File: src/rtl/acc_cpu_if.sv
// Interface between the TT pin wrapper and the accumulator CPU.
// The master side drives program load and run control; the slave side reports CPU state.
interface acc_cpu_if #(
    parameter int DW = 4,
    parameter int AW = 4
);
    localparam int IW = 4 + DW;

    logic          run;
    logic          step_en;
    logic          ld_we;
    logic [AW-1:0] ld_addr;
    logic [IW-1:0] ld_data;
    logic [DW-1:0] acc;
    logic [AW-1:0] pc;
    logic          flag_z;
    logic          flag_c;
    logic [DW-1:0] out_data;
    logic          out_valid;
    logic          halted;

    modport master (
        output run, step_en, ld_we, ld_addr, ld_data,
        input  acc, pc, flag_z, flag_c, out_data, out_valid, halted
    );

    modport slave (
        input  run, step_en, ld_we, ld_addr, ld_data,
        output acc, pc, flag_z, flag_c, out_data, out_valid, halted
    );
endinterface

File: src/rtl/tt_um_acc_cpu_gen.sv
// Parametrised accumulator CPU with a writable program RAM.
// It has three modes: LOAD, RUN and HALT.
module tt_um_acc_cpu_gen #(
    parameter int DW        = 4,
    parameter int AW        = 4,
    parameter int LAST_ADDR = 5
) (
    input logic       clk,
    input logic       rst_n,
    acc_cpu_if.slave  bus
);
    localparam int IW    = 4 + DW;
    localparam int DEPTH = 1 << AW;

    if (AW > DW) begin : g_bad_aw
        $error("tt_um_acc_cpu_gen: AW must not exceed DW");
    end

    localparam logic [3:0] OP_LDI = 4'h1, OP_ADD = 4'h2, OP_SUB = 4'h3,
                           OP_AND = 4'h4, OP_OR  = 4'h5, OP_XOR = 4'h6,
                           OP_JMP = 4'h7, OP_JZ  = 4'h8, OP_JC  = 4'h9,
                           OP_OUT = 4'hA, OP_ADC = 4'hB, OP_HLT = 4'hF;

    typedef enum logic [1:0] {S_LOAD, S_RUN, S_HALT} state_e;

    state_e        state_q, state_d;
    logic [DW-1:0] acc_q, acc_d;
    logic [AW-1:0] pc_q, pc_d;
    logic          z_q, z_d, c_q, c_d;
    logic [DW-1:0] out_data_q, out_data_d;
    logic          out_valid_q, out_valid_d;

    logic [IW-1:0] prog_mem [DEPTH];
    logic          prog_we;
    logic [IW-1:0] instr;
    logic [3:0]    op;
    logic [DW-1:0] imm;
    logic [AW-1:0] pc_inc;
    logic [DW:0]   sum;
    logic          upd_z;

    assign instr  = prog_mem[pc_q];
    assign op     = instr[IW-1 -: 4];
    assign imm    = instr[DW-1:0];
    assign pc_inc = (pc_q == AW'(LAST_ADDR) || pc_q == '1) ? '0 : pc_q + 1'b1;

    always_comb begin
        state_d     = state_q;
        acc_d       = acc_q;
        pc_d        = pc_q;
        z_d         = z_q;
        c_d         = c_q;
        out_data_d  = out_data_q;
        out_valid_d = 1'b0;
        prog_we     = 1'b0;
        sum         = '0;
        upd_z       = 1'b0;

        if (!bus.run) begin
            // run low always wins: back to LOAD with a clean machine state
            state_d = S_LOAD;
            acc_d   = '0;
            pc_d    = '0;
            z_d     = 1'b0;
            c_d     = 1'b0;
            prog_we = (state_q == S_LOAD) && bus.ld_we;
        end else begin
            unique case (state_q)
                S_LOAD: begin
                    prog_we = bus.ld_we;
                    state_d = S_RUN;
                end
                S_RUN: if (bus.step_en) begin
                    pc_d = pc_inc;
                    case (op)
                        OP_LDI: begin acc_d = imm; upd_z = 1'b1; end
                        OP_ADD, OP_ADC: begin
                            sum   = {1'b0, acc_q} + {1'b0, imm}
                                  + {{DW{1'b0}}, (op == OP_ADC) & c_q};
                            acc_d = sum[DW-1:0];
                            c_d   = sum[DW];
                            upd_z = 1'b1;
                        end
                        OP_SUB: begin
                            acc_d = acc_q - imm;
                            c_d   = acc_q < imm;
                            upd_z = 1'b1;
                        end
                        OP_AND: begin acc_d = acc_q & imm; c_d = 1'b0; upd_z = 1'b1; end
                        OP_OR:  begin acc_d = acc_q | imm; c_d = 1'b0; upd_z = 1'b1; end
                        OP_XOR: begin acc_d = acc_q ^ imm; c_d = 1'b0; upd_z = 1'b1; end
                        OP_JMP: pc_d = imm[AW-1:0];
                        OP_JZ:  if (z_q) pc_d = imm[AW-1:0];
                        OP_JC:  if (c_q) pc_d = imm[AW-1:0];
                        OP_OUT: begin out_data_d = acc_q; out_valid_d = 1'b1; end
                        OP_HLT: begin pc_d = pc_q; state_d = S_HALT; end
                        default: ;
                    endcase
                    if (upd_z) z_d = (acc_d == '0);
                end
                default: ;
            endcase
        end
    end

    always_ff @(posedge clk or negedge rst_n) begin
        if (!rst_n) begin
            state_q     <= S_LOAD;
            acc_q       <= '0;
            pc_q        <= '0;
            z_q         <= 1'b0;
            c_q         <= 1'b0;
            out_data_q  <= '0;
            out_valid_q <= 1'b0;
        end else begin
            state_q     <= state_d;
            acc_q       <= acc_d;
            pc_q        <= pc_d;
            z_q         <= z_d;
            c_q         <= c_d;
            out_data_q  <= out_data_d;
            out_valid_q <= out_valid_d;
        end
    end

    // Program RAM deliberately has no reset so a program survives rst_n pulses
    always_ff @(posedge clk) begin
        if (prog_we) prog_mem[bus.ld_addr] <= bus.ld_data;
    end

    assign bus.acc       = acc_q;
    assign bus.pc        = pc_q;
    assign bus.flag_z    = z_q;
    assign bus.flag_c    = c_q;
    assign bus.out_data  = out_data_q;
    assign bus.out_valid = out_valid_q;
    assign bus.halted    = (state_q == S_HALT);
endmodule

File: src/flat_wrapper.sv
// flat-port wrapper written by rule: the top's interface ports become plain ports
module tt_um_acc_cpu_gen_flat 
#(
    parameter int DW        = 4,
    parameter int AW        = 4,
    parameter int LAST_ADDR = 5
)
  (clk, rst_n, bus_run, bus_step_en, bus_ld_we, bus_ld_addr, bus_ld_data, bus_acc, bus_pc, bus_flag_z, bus_flag_c, bus_out_data, bus_out_valid, bus_halted);
  acc_cpu_if #(.DW(DW), .AW(AW)) bus_i ();
  input logic clk;
  input logic rst_n;
  input wire logic [$bits(bus_i.run)-1:0] bus_run;
  input wire logic [$bits(bus_i.step_en)-1:0] bus_step_en;
  input wire logic [$bits(bus_i.ld_we)-1:0] bus_ld_we;
  input wire logic [$bits(bus_i.ld_addr)-1:0] bus_ld_addr;
  input wire logic [$bits(bus_i.ld_data)-1:0] bus_ld_data;
  output wire logic [$bits(bus_i.acc)-1:0] bus_acc;
  output wire logic [$bits(bus_i.pc)-1:0] bus_pc;
  output wire logic [$bits(bus_i.flag_z)-1:0] bus_flag_z;
  output wire logic [$bits(bus_i.flag_c)-1:0] bus_flag_c;
  output wire logic [$bits(bus_i.out_data)-1:0] bus_out_data;
  output wire logic [$bits(bus_i.out_valid)-1:0] bus_out_valid;
  output wire logic [$bits(bus_i.halted)-1:0] bus_halted;
  assign bus_i.run = bus_run;
  assign bus_i.step_en = bus_step_en;
  assign bus_i.ld_we = bus_ld_we;
  assign bus_i.ld_addr = bus_ld_addr;
  assign bus_i.ld_data = bus_ld_data;
  assign bus_acc = bus_i.acc;
  assign bus_pc = bus_i.pc;
  assign bus_flag_z = bus_i.flag_z;
  assign bus_flag_c = bus_i.flag_c;
  assign bus_out_data = bus_i.out_data;
  assign bus_out_valid = bus_i.out_valid;
  assign bus_halted = bus_i.halted;
  tt_um_acc_cpu_gen #(.DW(DW), .AW(AW), .LAST_ADDR(LAST_ADDR)) u_core (.clk(clk), .rst_n(rst_n), .bus(bus_i));
endmodule
File: config.mk
export PLATFORM = sky130hd
export DESIGN_NAME = tt_um_acc_cpu_gen_flat
export DESIGN_NICKNAME = d
export VERILOG_FILES = /design/src/rtl/acc_cpu_if.sv /design/src/rtl/tt_um_acc_cpu_gen.sv /design/src/flat_wrapper.sv
export SDC_FILE = /design/constraint.sdc
export NUM_CORES = 1
export LEC_CHECK = 0
export BUFFER_PORTS_ARGS = -buffer_cell sky130_fd_sc_hd__buf_2
export CORE_ASPECT_RATIO = 1.1
export CORE_UTILIZATION = 55
export CTS_BUF_LIST = sky130_fd_sc_hd__clkbuf_16
export DETAILED_ROUTE_END_ITERATION = 7
export GPL_TIMING_DRIVEN = 1
export HOLD_SLACK_MARGIN = 0.05
export PLACE_DENSITY = 0.85
export SKIP_CTS_REPAIR_TIMING = 1
export SYNTH_ARGS = -nofsm -noshare
export SYNTH_HDL_FRONTEND = slang
export SYNTH_SLANG_ARGS = --single-unit
File: constraint.sdc
create_clock -name clk -period 3.7 [get_ports clk]
set_clock_uncertainty 0.1 [all_clocks]
set_input_delay 0.185 -clock clk [delete_from_list [all_inputs] [get_ports clk]]
set_output_delay 0.185 -clock clk [all_outputs]
set_load 0.05 [all_outputs]
==> results of run 1 <==
## cell usage after synthesis, types with 3 or more instances
cell and instances:
edfxtp_1 128, nor2_1 33, nand2_1 32, mux4_2 23
o21ai_0 21, a21oi_1 19, dfrtp_1 17, inv_1 17
ha_1 16, nor3_1 12, mux4_1 10, a22oi_1 8
buf_2 8, mux2_2 7, clkbuf_1 6, and4_1 4
nand2b_1 4, nand4_1 4, nor2b_1 4, o211ai_1 4
and3_1 3, fa_1 3, nand3_1 3, o21a_1 3
xnor2_1 3
## layer usage
metal	routed length, um	GRT usage
met4	612	0.1397
met3	1372	0.06589
met2	8609	0.4843
met1	6407	0.3508
met5	0	0
## area by class of cell
cell class / instances / area (sq um)
Sequential cell: 145 / 4274
Fill cell: 754 / 3642
Multi-Input combinational cell: 248 / 2243
Timing Repair Buffer: 87 / 614.3
Clock buffer: 17 / 425.4
Tap cell: 150 / 187.7
Clock inverter: 15 / 142.6
Inverter: 17 / 63.81
## cells by family after synthesis
kind of cell / Yosys count
fa+ha+maj: 19
compound gates: 73
flops: 145
buf+inv: 37
simple gates: 111
mux: 42
xor+xnor: 3
## power by group
group	internal (mW)	leakage (nW)	switching (mW)
Clock	0.986	0.275	0.682
Combinational	0.224	1.24	0.306
Sequential	1.80	1.38	0.0238
Total	3.01	2.90	1.01
## flip-flops by register name, indices dropped and copies added (netlist names)
| register | count |
|---|---|
| u_core.prog_mem | 128 |
| u_core.bus.acc | 4 |
| u_core.bus.out_data | 4 |
| u_core.bus.pc | 4 |
| u_core.state_q | 2 |
| u_core.bus.flag_c | 1 |
| u_core.bus.flag_z | 1 |
| u_core.bus.out_valid | 1 |
## worst max-delay path by stage
stage,cells past startpoint,to,slack [ns],startpoint
2_1_floorplan,14,u_core.bus.flag_z,-0.18,u_core.bus.pc[0]
3_3_place_gp,13,u_core.bus.flag_z,-0.07,u_core.bus.pc[0]
3_5_place_dp,13,u_core.bus.flag_z,-0.22,u_core.bus.pc[0]
4_1_cts,12,u_core.bus.flag_z,-0.27,u_core.bus.pc[0]
5_1_grt,13,u_core.bus.flag_z,-0.04,u_core.bus.pc[0]
6_report,13,u_core.bus.flag_z,0.09,u_core.bus.pc[0]
## stage by stage
step	instances	power [mW]	hold slack [ns]
floorplan	430	2.176	-0.2106
global placement	638	2.325	0.01587
detailed placement	638	2.341	0.02746
CTS	670	3.986	-0.4250
global route	679	4.131	0.05590
finish	679	4.025	0.05458
==> results_tabular.tex, run 1 <==
\begin{tabular}{lr}
\hline
Metric & Value \\
\hline
\multicolumn{2}{l}{\textbf{Floorplanning}} \\
\quad I/O Pins & 33 \\
\quad Die W & 106.7 um \\
\quad Number of standard-cell rows in the floorplan & 41 \\
\quad Starting density of the core & 0.5716 \\
\quad Y dimension of the die & 117.1 um \\
\quad Core area & 11590 sq um \\
\quad Die Area & 12490 sq um \\
\multicolumn{2}{l}{\textbf{Logic synthesis}} \\
\quad Synthesis-stage register bit count & 145 \\
\quad Number of synthesized flops with an enable pin & 128 \\
\quad Average instance area after synthesis & 15.41 sq um \\
\quad Combinational family with the most area after synthesis & multiplexers \\
\quad Share of synthesized area occupied by flip-flops and latches & 0.6443 \\
\quad Async SR Flop Fraction & 0.1172 \\
\quad Arithmetic-cell share of the synthesized area counting full adders, half adders and majority gates & 0.03927 \\
\quad Synth top area share & 0.5801 \\
\quad Synth warn & 0 \\
\quad Total nets after synthesis & 466 \\
\quad Post-Syn Area & 6626 sq um \\
\quad Cell taking the most area after synthesis & edfxtp\_1 \\
\quad Prevailing post-synth register cell & edfxtp\_1 \\
\quad Post-synthesis cell count & 430 \\
\quad Post-synthesis share of cell area spent on xor and xnor gates & 0.003965 \\
\quad Synthesized-area fraction occupied by ao, oa, aoi and oai cells & 0.06949 \\
\quad Post-synthesis simple-gate area fraction & 0.08100 \\
\quad Portion of netlist area occupied by mux cells & 0.1346 \\
\quad Cell types with the largest area share after synthesis & edfxtp\_1 58\%, mux4\_2 7.8\%, dfrtp\_1 6.4\% \\
\quad Number of different library cells in the post-synthesis netlist & 54 \\
\multicolumn{2}{l}{\textbf{Detailed routing}} \\
\quad Detailed-route vias per instance & 6.325 \\
\quad Routed length per instance & 25.04 um \\
\quad Detailed Routing Iterations Pass 1 & 6 \\
\quad DRC violation total after the first TritonRoute iteration & 427 \\
\quad Total vias in the final route & 4295 \\
\quad Count of unresolved DRC violations after routing & 0 \\
\quad Post-detailed-routing wire length & 17.00 mm \\
\quad Post-DRT Antenna Nets & 0 \\
\multicolumn{2}{l}{\textbf{Min path}} \\
\quad Worst hold path class & in -> reg \\
\quad End point of the most critical hold path & u\_core.prog\_mem[9][7] \\
\quad Startpoint of the tightest hold check path & bus\_ld\_data[7] \\
\quad Depth of the worst hold-timing path & 1 \\
\multicolumn{2}{l}{\textbf{GRT}} \\
\quad Gr ovfl total & 0 \\
\quad Maximum number of pins on one net before global-route repair & 18 \\
\quad Global-route total usage across every layer & 0.2859 \\
\quad Vias in the first global route & 4259 \\
\quad Wire length of the first global-routing pass & 24.94 mm \\
\quad Initial antenna violation count & 0 \\
\multicolumn{2}{l}{\textbf{Place}} \\
\quad Global placer's final weighted congestion & 0.8898 \\
\quad Post-DP Area & 7233 sq um \\
\quad Worst setup timing slack at the placement stage & -0.2172 ns \\
\quad Input/output buffers & 32 \\
\quad Detailed-placement wirelength estimate & 10.66 mm \\
\multicolumn{2}{l}{\textbf{Setup path}} \\
\quad Critical path class & reg -> reg \\
\quad Startpoint class of the critical path & flip-flop \\
\quad Arrival time at the worst endpoint & 3.84 ns \\
\quad Ordered list of cells on the worst path & buf\_6 -> mux4\_1 -> mux2\_4 -> mux2\_4 -> nor2\_4 -> and3\_4 -> fa\_2 -> fa\_2 -> nor3\_2 -> o21ai\_1 -> o22ai\_2 -> nand4\_1 -> o41ai\_2 \\
\quad Worst-path cell with the longest stage delay & mux4\_1 \\
\quad Kind of capture point of the worst setup path & flip-flop \\
\quad Required time at the endpoint of the critical path & 3.93 ns \\
\quad R2R setup slack & 0.09 ns \\
\quad Biggest fanout along the worst timing path & 7 \\
\quad Number of buffer and inverter instances along the worst setup path & 1 \\
\quad Peak per-stage delay on the critical path & 0.56 ns \\
\quad Depth of the worst register-to-register path & 13 \\
\quad CP delay by family, top & multiplexers \\
\quad Reg2Reg Capture Point & u\_core.bus.flag\_z \\
\quad Reg2reg start & u\_core.bus.pc[0] \\
\multicolumn{2}{l}{\textbf{Finish}} \\
\quad Most common cell after layout, fill and taps aside & edfxtp\_1 \\
\quad Utilization after layout & 0.6858 \\
\quad Design Area, Final & 7951 sq um \\
\quad Post-layout nets & 552 \\
\quad Most frequent cells in the layout & 128 x edfxtp\_1, 45 x buf\_4, 32 x nor2\_1, 32 x buf\_2, 30 x nand2\_1 \\
\quad Layout cell share with drive strength beyond 1 & 0.3157 \\
\quad Antenna diodes & 0 \\
\quad Area delta synth->final & 20.00\% \\
\multicolumn{2}{l}{\textbf{Timing}} \\
\quad Min Tclk post-route & 3.611 ns \\
\quad Hold violation total from the final report & 0 \\
\quad Finish-stage setup viols & 0 \\
\quad Worst path setup slack after routing & 0.08923 ns \\
\quad Final total negative setup slack & 0 ns \\
\quad Transition time of the tightest slew-check pin & 1.194 ns \\
\quad Achievable clock frequency & 276.9 MHz \\
\quad Fin crit share & 0.9759 \\
\quad Max-slew headroom & 0.2012 \\
\quad Final-report max-slew violation count & 0 \\
\multicolumn{2}{l}{\textbf{CTS}} \\
\quad TritonCTS clock tree & yes \\
\quad Clk slew on worst S/H paths & 0.06 ns \\
\quad Total number of H-tree levels & 4 \\
\quad Maximum buffer depth of the clock tree & 2 \\
\quad Clock insertion delay at the later pin of the skew report & 0.42 ns \\
\quad Root cell of the clock tree & clkbuf\_16 \\
\quad Clock buffer count from CTS & 17 \\
\quad Total number of clock tree sinks & 145 \\
\multicolumn{2}{l}{\textbf{Power and ir drop}} \\
\quad IR drop worst, VDD & 0.0003876 V \\
\quad Leakage power total & 2.898 nW \\
\quad Power density over the cells & 506.3 nW/um\^{}2 \\
\multicolumn{2}{l}{\textbf{Status}} \\
\quad Result of the run & finished clean \\
\multicolumn{2}{l}{\textbf{Job}} \\
\quad Max-cap viol count & 0 \\
\hline
\end{tabular}
Note: power is estimated with default switching activity, not from simulation.
==> inputs of run 2 (changes only) <==
- BUFFER_PORTS_ARGS: -buffer_cell sky130_fd_sc_hd__buf_2 -> -buffer_cell sky130_fd_sc_hd__buf_4
- SKIP_CTS_REPAIR_TIMING: 1 -> unset
==> results_tabular.tex, run 2 (synthesis gave the netlist of run 1 again) <==
\begin{tabular}{lr}
\hline
Metric & Value \\
\hline
\multicolumn{2}{l}{\textbf{Floorplanning}} \\
\quad Starting density of the core & 0.5716 (unchanged) \\
\quad Die W & 106.7 um (unchanged) \\
\quad Core area & 11590 sq um (unchanged) \\
\quad Die Area & 12490 sq um (unchanged) \\
\quad Y dimension of the die & 117.1 um (unchanged) \\
\quad Number of standard-cell rows in the floorplan & 41 (unchanged) \\
\quad I/O Pins & 33 (unchanged) \\
\multicolumn{2}{l}{\textbf{CTS}} \\
\quad TritonCTS clock tree & yes \\
\quad Clk slew on worst S/H paths & 0.06 ns (about the same) \\
\quad Total number of H-tree levels & 4 (unchanged) \\
\quad Clock insertion delay at the later pin of the skew report & 0.42 ns (about the same) \\
\quad Maximum buffer depth of the clock tree & 2 (unchanged) \\
\quad Root cell of the clock tree & clkbuf\_16 \\
\quad Clock buffer count from CTS & 17 (unchanged) \\
\quad Total number of clock tree sinks & 145 (unchanged) \\
\multicolumn{2}{l}{\textbf{Timing}} \\
\quad Achievable clock frequency & 269.2 MHz (-2.8\%) \\
\quad Max-slew headroom & 0.3069 (+0.1057) \\
\quad Fin crit share & 1.004 (+0.02805) \\
\quad Final-report max-slew violation count & 0 (unchanged) \\
\quad Finish-stage setup viols & 1 (+1) \\
\quad Transition time of the tightest slew-check pin & 1.036 ns (-0.1579 ns) \\
\quad RSZ-0062 raised after global routing & true \\
\quad Final hold slack & 0.07219 ns (+0.01761 ns) \\
\quad Min Tclk post-route & 3.715 ns (+0.1038 ns) \\
\quad Hold violation total from the final report & 0 (unchanged) \\
\quad Worst path setup slack after routing & -0.01457 ns (-0.1038 ns) \\
\multicolumn{2}{l}{\textbf{Place}} \\
\quad Detailed-placement wirelength estimate & 10.53 mm (-1.3\%) \\
\quad Global placer's final weighted congestion & 0.8980 (+0.92\%) \\
\quad Cell total after placement & 624 (-2.2\%) \\
\quad Input/output buffers & 32 (unchanged) \\
\multicolumn{2}{l}{\textbf{Power and ir drop}} \\
\quad Power density over the cells & 493.1 nW/um\^{}2 (-2.6\%) \\
\quad Switching pwr & 1.045 mW (+3.3\%) \\
\quad IR drop worst, VDD & 0.0004295 V (+11\%) \\
\quad Part of the power in registers & 0.461 (+0.007) \\
\quad Power share of the combinational group & 0.138 (+0.006) \\
\quad Leakage power total & 2.882 nW (-0.52\%) \\
\quad Part of the power in the clock network & 0.401 (-0.013) \\
\quad Cell internal power dissipation & 2.918 mW (-3.2\%) \\
\quad Switching Fraction & 0.2638 (+0.01239) \\
\multicolumn{2}{l}{\textbf{Min path}} \\
\quad Worst hold path class & in -> async \\
\multicolumn{2}{l}{\textbf{Setup path}} \\
\quad Depth of the worst register-to-register path & 13 (unchanged) \\
\quad Reg2reg start & u\_core.bus.pc[0] \\
\quad R2R setup slack & -0.01 ns (-0.10 ns) \\
\quad Startpoint class of the critical path & flip-flop \\
\quad Biggest fanout along the worst timing path & 5 (-2) \\
\quad Kind of capture point of the worst setup path & flip-flop \\
\quad Required time at the endpoint of the critical path & 3.91 ns (-0.02 ns) \\
\quad Reg2Reg Capture Point & u\_core.bus.flag\_z \\
\quad Critical path class & reg -> reg \\
\quad Arrival time at the worst endpoint & 3.92 ns (+0.08 ns) \\
\multicolumn{2}{l}{\textbf{Finish}} \\
\quad Antenna diodes & 0 (unchanged) \\
\quad Most common cell after layout, fill and taps aside & edfxtp\_1 \\
\quad Area delta synth->final & 21.30\% \\
\quad Post-layout nets & 547 (-0.91\%) \\
\quad Utilization after layout & 0.6933 (+0.007446) \\
\quad Layout cell share with drive strength beyond 1 & 0.3244 (+0.008737) \\
\quad Fin cells & 674 (-0.74\%) \\
\quad Flip-flop count of the largest register after layout & 128 (unchanged) \\
\quad Most frequent cells in the layout & 128 x edfxtp\_1, 66 x buf\_4, 32 x mux4\_2, 32 x nor2\_1, 24 x nand2\_1 \\
\quad Largest register by flop count & u\_core.prog\_mem \\
\multicolumn{2}{l}{\textbf{GRT}} \\
\quad Maximum number of pins on one net before global-route repair & 20 (+2) \\
\quad Global-route total usage across every layer & 0.2813 (-0.004656) \\
\quad Vias in the first global route & 4322 (+1.5\%) \\
\quad Met1 usage & 0.3696 (+0.01881) \\
\quad Routing usage on met3 & 0.06035 (-0.005537) \\
\quad GRT Max-Usage Layer & met2 \\
\quad Wire length of the first global-routing pass & 24.64 mm (-1.2\%) \\
\quad Initial antenna violation count & 0 (unchanged) \\
\quad Gr ovfl total & 0 (unchanged) \\
\quad M2 GR Usage & 0.4581 (-0.02624) \\
\multicolumn{2}{l}{\textbf{Detailed routing}} \\
\quad DRC violation total after the first TritonRoute iteration & 421 (-1.4\%) \\
\quad Routed length per instance & 24.54 um (-2.0\%) \\
\quad Count of unresolved DRC violations after routing & 0 (unchanged) \\
\quad Post-detailed-routing wire length & 16.54 mm (-2.7\%) \\
\quad Detailed-route vias per instance & 6.386 (+0.95\%) \\
\quad Detailed Routing Iterations Pass 1 & 6 (unchanged) \\
\quad Post-DRT Antenna Nets & 0 (unchanged) \\
\quad Total vias in the final route & 4304 (+0.21\%) \\
\multicolumn{2}{l}{\textbf{Status}} \\
\quad Failing checks & negative setup slack \\
\quad Result of the run & finished, violations left \\
\multicolumn{2}{l}{\textbf{Job}} \\
\quad Max-cap viol count & 0 (unchanged) \\
\hline
\end{tabular}
==> run 2: through the flow <==
stage	area (sq um)	TNS [ns]	total power, mW	setup WS (ns)
6_report	8038	-0.01457	3.963	-0.01457
5_1_grt	8038	-0.1545	4.084	-0.1143
4_1_cts	7966	0	3.935	0.006825
3_5_place_dp	7221	-0.1765	2.340	-0.1693
3_3_place_gp	7221	-0.0005675	2.325	-0.0005675
2_1_floorplan	6665	-0.3058	2.176	-0.1837
==> run 2: per-layer routing <==
metal  vias to the layer above  share of wire
met3                        46          0.085
met2                       264           0.51
li1                       1841              -
met5                         -              0
met1                      2153           0.38
met4                         0          0.031
==> run 2: critical path, stage by stage (launching register included) <==
cell and delay, ns:
dfrtp_2 0.44, buf_12 0.14, mux4_2 0.52, mux2_4 0.31
mux2_4 0.31, nor2_4 0.11, and3_4 0.18, fa_2 0.21
fa_2 0.45, nor3_2 0.11, o21ai_1 0.08, o22ai_2 0.12
nand4_1 0.14, o41ai_2 0.36
==> run 2: what timing repair did <==
item,4_1_cts,5_1_grt
endpoints found under the hold margin,150,0
cloned,1,0
resized for setup,6,28
hold buffers,10,0
setup endpoints to repair,3,4
buffers inserted,5,3
pin swaps,3,12
==> run 2: power groups by stage <==
stage                     registers, mW  clock network, mW  logic [mW]
final                              1.83               1.59       0.546
after global routing               1.83               1.67       0.586
after CTS                          1.83               1.59       0.517
after detailed placement           1.86                  0       0.478
after global placement             1.86                  0       0.465
after floorplan                    1.88                  0       0.296
==> run 2: worst max path at each step <==
stage / startpoint / to / slack (ns) / cells after the start
2_1_floorplan: u_core.bus.pc[0] / u_core.bus.flag_z / -0.18 / 14
3_3_place_gp: u_core.bus.pc[0] / u_core.bus.flag_z / -0.0006 / 13
3_5_place_dp: u_core.bus.pc[0] / u_core.bus.flag_z / -0.17 / 13
4_1_cts: u_core.bus.pc[0] / u_core.bus.flag_z / 0.007 / 16
5_1_grt: u_core.bus.pc[0] / u_core.bus.flag_z / -0.11 / 13
6_report: u_core.bus.pc[0] / u_core.bus.flag_z / -0.01 / 13
==> run 2: cell type report <==
| type | instances | area [sq um] |
|---|---|---|
| flip-flops and latches | 145 | 4272 |
| repair buffers | 82 | 709.4 |
| clock buffers | 17 | 425.4 |
| multi-input cells | 248 | 2256 |
| inverters | 17 | 63.81 |
| clock inverters | 15 | 123.9 |
| well taps | 150 | 187.7 |
| fillers | 751 | 3556 |
==> inputs of run 3 (changes only) <==
- CORE_MARGIN: unset -> 4
==> results_tabular.tex, run 3 (synthesis gave the netlist of run 1 again) <==
\begin{tabular}{lr}
\hline
Metric & Value \\
\hline
\multicolumn{2}{l}{\textbf{Status}} \\
\quad Result of the run & finished clean \\
\multicolumn{2}{l}{\textbf{Setup path}} \\
\quad Depth of the worst register-to-register path & 13 (unchanged) \\
\quad Arrival time at the worst endpoint & 3.80 ns (-0.12 ns) \\
\quad Startpoint class of the critical path & flip-flop \\
\quad Required time at the endpoint of the critical path & 3.90 ns (about the same) \\
\quad Library cell appearing most often on the critical path & fa\_2 \\
\quad Critical path class & reg -> reg \\
\quad Kind of capture point of the worst setup path & flip-flop \\
\quad Reg2reg start & u\_core.bus.pc[0] \\
\quad Setup crit start & u\_core.bus.pc[0] \\
\quad Peak per-stage delay on the critical path & 0.53 ns (about the same) \\
\quad Worst-path cell with the longest stage delay & mux4\_2 \\
\quad Ordered list of cells on the worst path & buf\_12 -> buf\_4 -> mux4\_2 -> nand2\_1 -> and4\_4 -> nor2\_4 -> and3\_4 -> fa\_2 -> fa\_2 -> a2111oi\_2 -> a21oi\_1 -> o211ai\_1 -> o41ai\_2 \\
\quad Biggest fanout along the worst timing path & 6 (+1) \\
\multicolumn{2}{l}{\textbf{Power and ir drop}} \\
\quad Switching pwr & 1.050 mW (+0.47\%) \\
\quad Leakage power total & 2.952 nW (+2.4\%) \\
\quad Power density over the cells & 496.3 nW/um\^{}2 (+0.66\%) \\
\quad Cell internal power dissipation & 2.995 mW (+2.6\%) \\
\quad Part of the power in the clock network & 0.403 (+0.002) \\
\quad Power share of the combinational group & 0.146 (+0.008) \\
\quad Part of the power in registers & 0.451 (-0.010) \\
\quad IR drop worst, VDD & 0.0004567 V (+6.4\%) \\
\quad Switching Fraction & 0.2596 (-0.004123) \\
\multicolumn{2}{l}{\textbf{CTS}} \\
\quad Clock buffer count from CTS & 17 (unchanged) \\
\quad Clk slew on worst S/H paths & 0.07 ns (about the same) \\
\quad TritonCTS clock tree & yes \\
\quad Clock insertion delay at the later pin of the skew report & 0.43 ns (about the same) \\
\quad Total number of clock tree sinks & 145 (unchanged) \\
\quad Maximum buffer depth of the clock tree & 2 (unchanged) \\
\quad Total number of H-tree levels & 4 (unchanged) \\
\quad Root cell of the clock tree & clkbuf\_16 \\
\multicolumn{2}{l}{\textbf{Floorplanning}} \\
\quad Core area & 11640 sq um (+0.44\%) \\
\quad Y dimension of the die & 123.1 um (+5.1\%) \\
\quad Number of standard-cell rows in the floorplan & 41 (unchanged) \\
\quad I/O Pins & 33 (unchanged) \\
\quad Die W & 112.7 um (+5.6\%) \\
\quad Die Area & 13870 sq um (+11\%) \\
\quad Starting density of the core & 0.5690 (-0.002518) \\
\multicolumn{2}{l}{\textbf{Detailed routing}} \\
\quad Total vias in the final route & 4367 (+1.5\%) \\
\quad Post-DRT Antenna Nets & 0 (unchanged) \\
\quad Detailed Routing Iterations Pass 1 & 5 (-1) \\
\quad Count of unresolved DRC violations after routing & 0 (unchanged) \\
\quad DRC violation total after the first TritonRoute iteration & 569 (+35\%) \\
\quad Detailed-route vias per instance & 6.366 (-0.31\%) \\
\quad Routed length per instance & 24.61 um (+0.28\%) \\
\quad Post-detailed-routing wire length & 16.88 mm (+2.1\%) \\
\multicolumn{2}{l}{\textbf{Finish}} \\
\quad Largest register by flop count & u\_core.prog\_mem \\
\quad Area delta synth->final & 23.00\% \\
\quad Flip-flop count of the largest register after layout & 128 (unchanged) \\
\quad Antenna diodes & 0 (unchanged) \\
\quad Utilization after layout & 0.6999 (+0.006616) \\
\quad Layout cell share with drive strength beyond 1 & 0.3246 (about the same) \\
\quad Most frequent cells in the layout & 128 x edfxtp\_1, 77 x buf\_4, 32 x nor2\_1 \\
\quad Most common cell after layout, fill and taps aside & edfxtp\_1 \\
\quad Fin cells & 686 (+1.8\%) \\
\quad Post-layout nets & 559 (+2.2\%) \\
\multicolumn{2}{l}{\textbf{Timing}} \\
\quad Achievable clock frequency & 277.7 MHz (+3.2\%) \\
\quad Max-slew headroom & 0.4141 (+0.1072) \\
\quad Final-report max-slew violation count & 0 (unchanged) \\
\quad Transition time of the tightest slew-check pin & 0.8756 ns (-0.1602 ns) \\
\quad Hold violation total from the final report & 0 (unchanged) \\
\quad Finish-stage setup viols & 0 (-1) \\
\quad Fin crit share & 0.9731 (-0.03081) \\
\quad Worst path setup slack after routing & 0.09942 ns (+0.1140 ns) \\
\quad Min Tclk post-route & 3.601 ns (-0.1140 ns) \\
\multicolumn{2}{l}{\textbf{Min path}} \\
\quad Worst hold path class & in -> async \\
\multicolumn{2}{l}{\textbf{Place}} \\
\quad Worst setup timing slack at the placement stage & -0.1514 ns (+0.01788 ns) \\
\quad Input/output buffers & 32 (unchanged) \\
\quad Cell total after placement & 635 (+1.8\%) \\
\quad Global placer's final weighted congestion & 0.9879 (+10\%) \\
\quad Detailed-placement wirelength estimate & 10.39 mm (-1.3\%) \\
\multicolumn{2}{l}{\textbf{GRT}} \\
\quad Global-route total usage across every layer & 0.2505 (-0.03078) \\
\quad Vias in the first global route & 4451 (+3.0\%) \\
\quad Wire length of the first global-routing pass & 25.54 mm (+3.6\%) \\
\quad Gr ovfl total & 0 (unchanged) \\
\quad Initial antenna violation count & 1 (+1) \\
\quad Maximum number of pins on one net before global-route repair & 34 (+70\%) \\
\multicolumn{2}{l}{\textbf{Job}} \\
\quad Max-cap viol count & 0 (unchanged) \\
\hline
\end{tabular}
-- run 3: cell types whose count changed in the layout (fill, tap and decap cells not counted), sizes merged --
cell      previous run  this run
buf                 72        83
bufinv               0         1
clkbuf              17        18
clkinv               6         5
clkinvlp             1         4
inv                 25        22
-- run 3: path summary, 6_finish.rpt --
| check | to | slack, ns |
|---|---|---|
| min reg2reg | u_core.bus.out_data[0] | 0.41 |
| max in group asynchronous | u_core.bus.pc[1] | 3.21 |
| max reg2reg | u_core.bus.flag_z | 0.1 |
| max | u_core.bus.flag_z | 0.1 |
| min in group clk | u_core.bus.acc[1] | 0.17 |
| min | u_core.bus.pc[0] | 0.07 |
-- run 3: what timing repair did --
action	in CTS	in global routing
hold buffers	10	0
setup buffers	1	7
gates cloned	0	1
endpoints found under the hold margin	150	0
setup endpoints to repair	3	4
resized for setup	5	24
pin swaps	0	14
-- run 3: power by group through the flow --
stage | clock (mW) | sequential, mW | combinational [mW]
final | 1.63 | 1.82 | 0.590
after global routing | 1.72 | 1.82 | 0.632
after CTS | 1.64 | 1.82 | 0.545
after detailed placement | 0 | 1.86 | 0.516
after global placement | 0 | 1.86 | 0.503
after floorplan | 0 | 1.88 | 0.296
-- run 3: layer usage --
metal  up-vias  GRT usage  part of all wire
li1       1874          -                 -
met1      2186     0.3188              0.38
met2       244     0.4137              0.50
met3        61    0.06167             0.073
met4         2     0.1089             0.040
met5         -          0           0.00077
-- run 3: worst max-delay path, delay by kind of cell (launching register included) --
family                     cells  cell delay (ns)
AOI/OAI and AO/OA              4             0.77
buffers and inverters          2             0.29
DFF                            1             0.42
muxes                          1             0.53
adders and majority gates      2             0.74
and+or+nand+nor                4             0.61
-- run 3: area by class of cell --
class                   count  area, sq um
clock inverters            15        140.1
clock buffers              17        425.4
fillers                   729         3495
flip-flops and latches    145         4272
inverters                  17        63.81
repair buffers             94        814.5
multi-input cells         248         2247
well taps                 150        187.7
-- run 3: metrics by stage --
step                hold WS (ns)  area, sq um  setup TNS (ns)  power [mW]
floorplan                -0.2106         6665         -0.3058       2.176
global placement        -0.03914         7303        -0.07480       2.360
detailed placement      -0.03061         7303         -0.2369       2.375
global route             0.08302         8150         -0.1269       4.177
finish                   0.06551         8150               0       4.045
CTS                      0.05610         8004               0       4.004
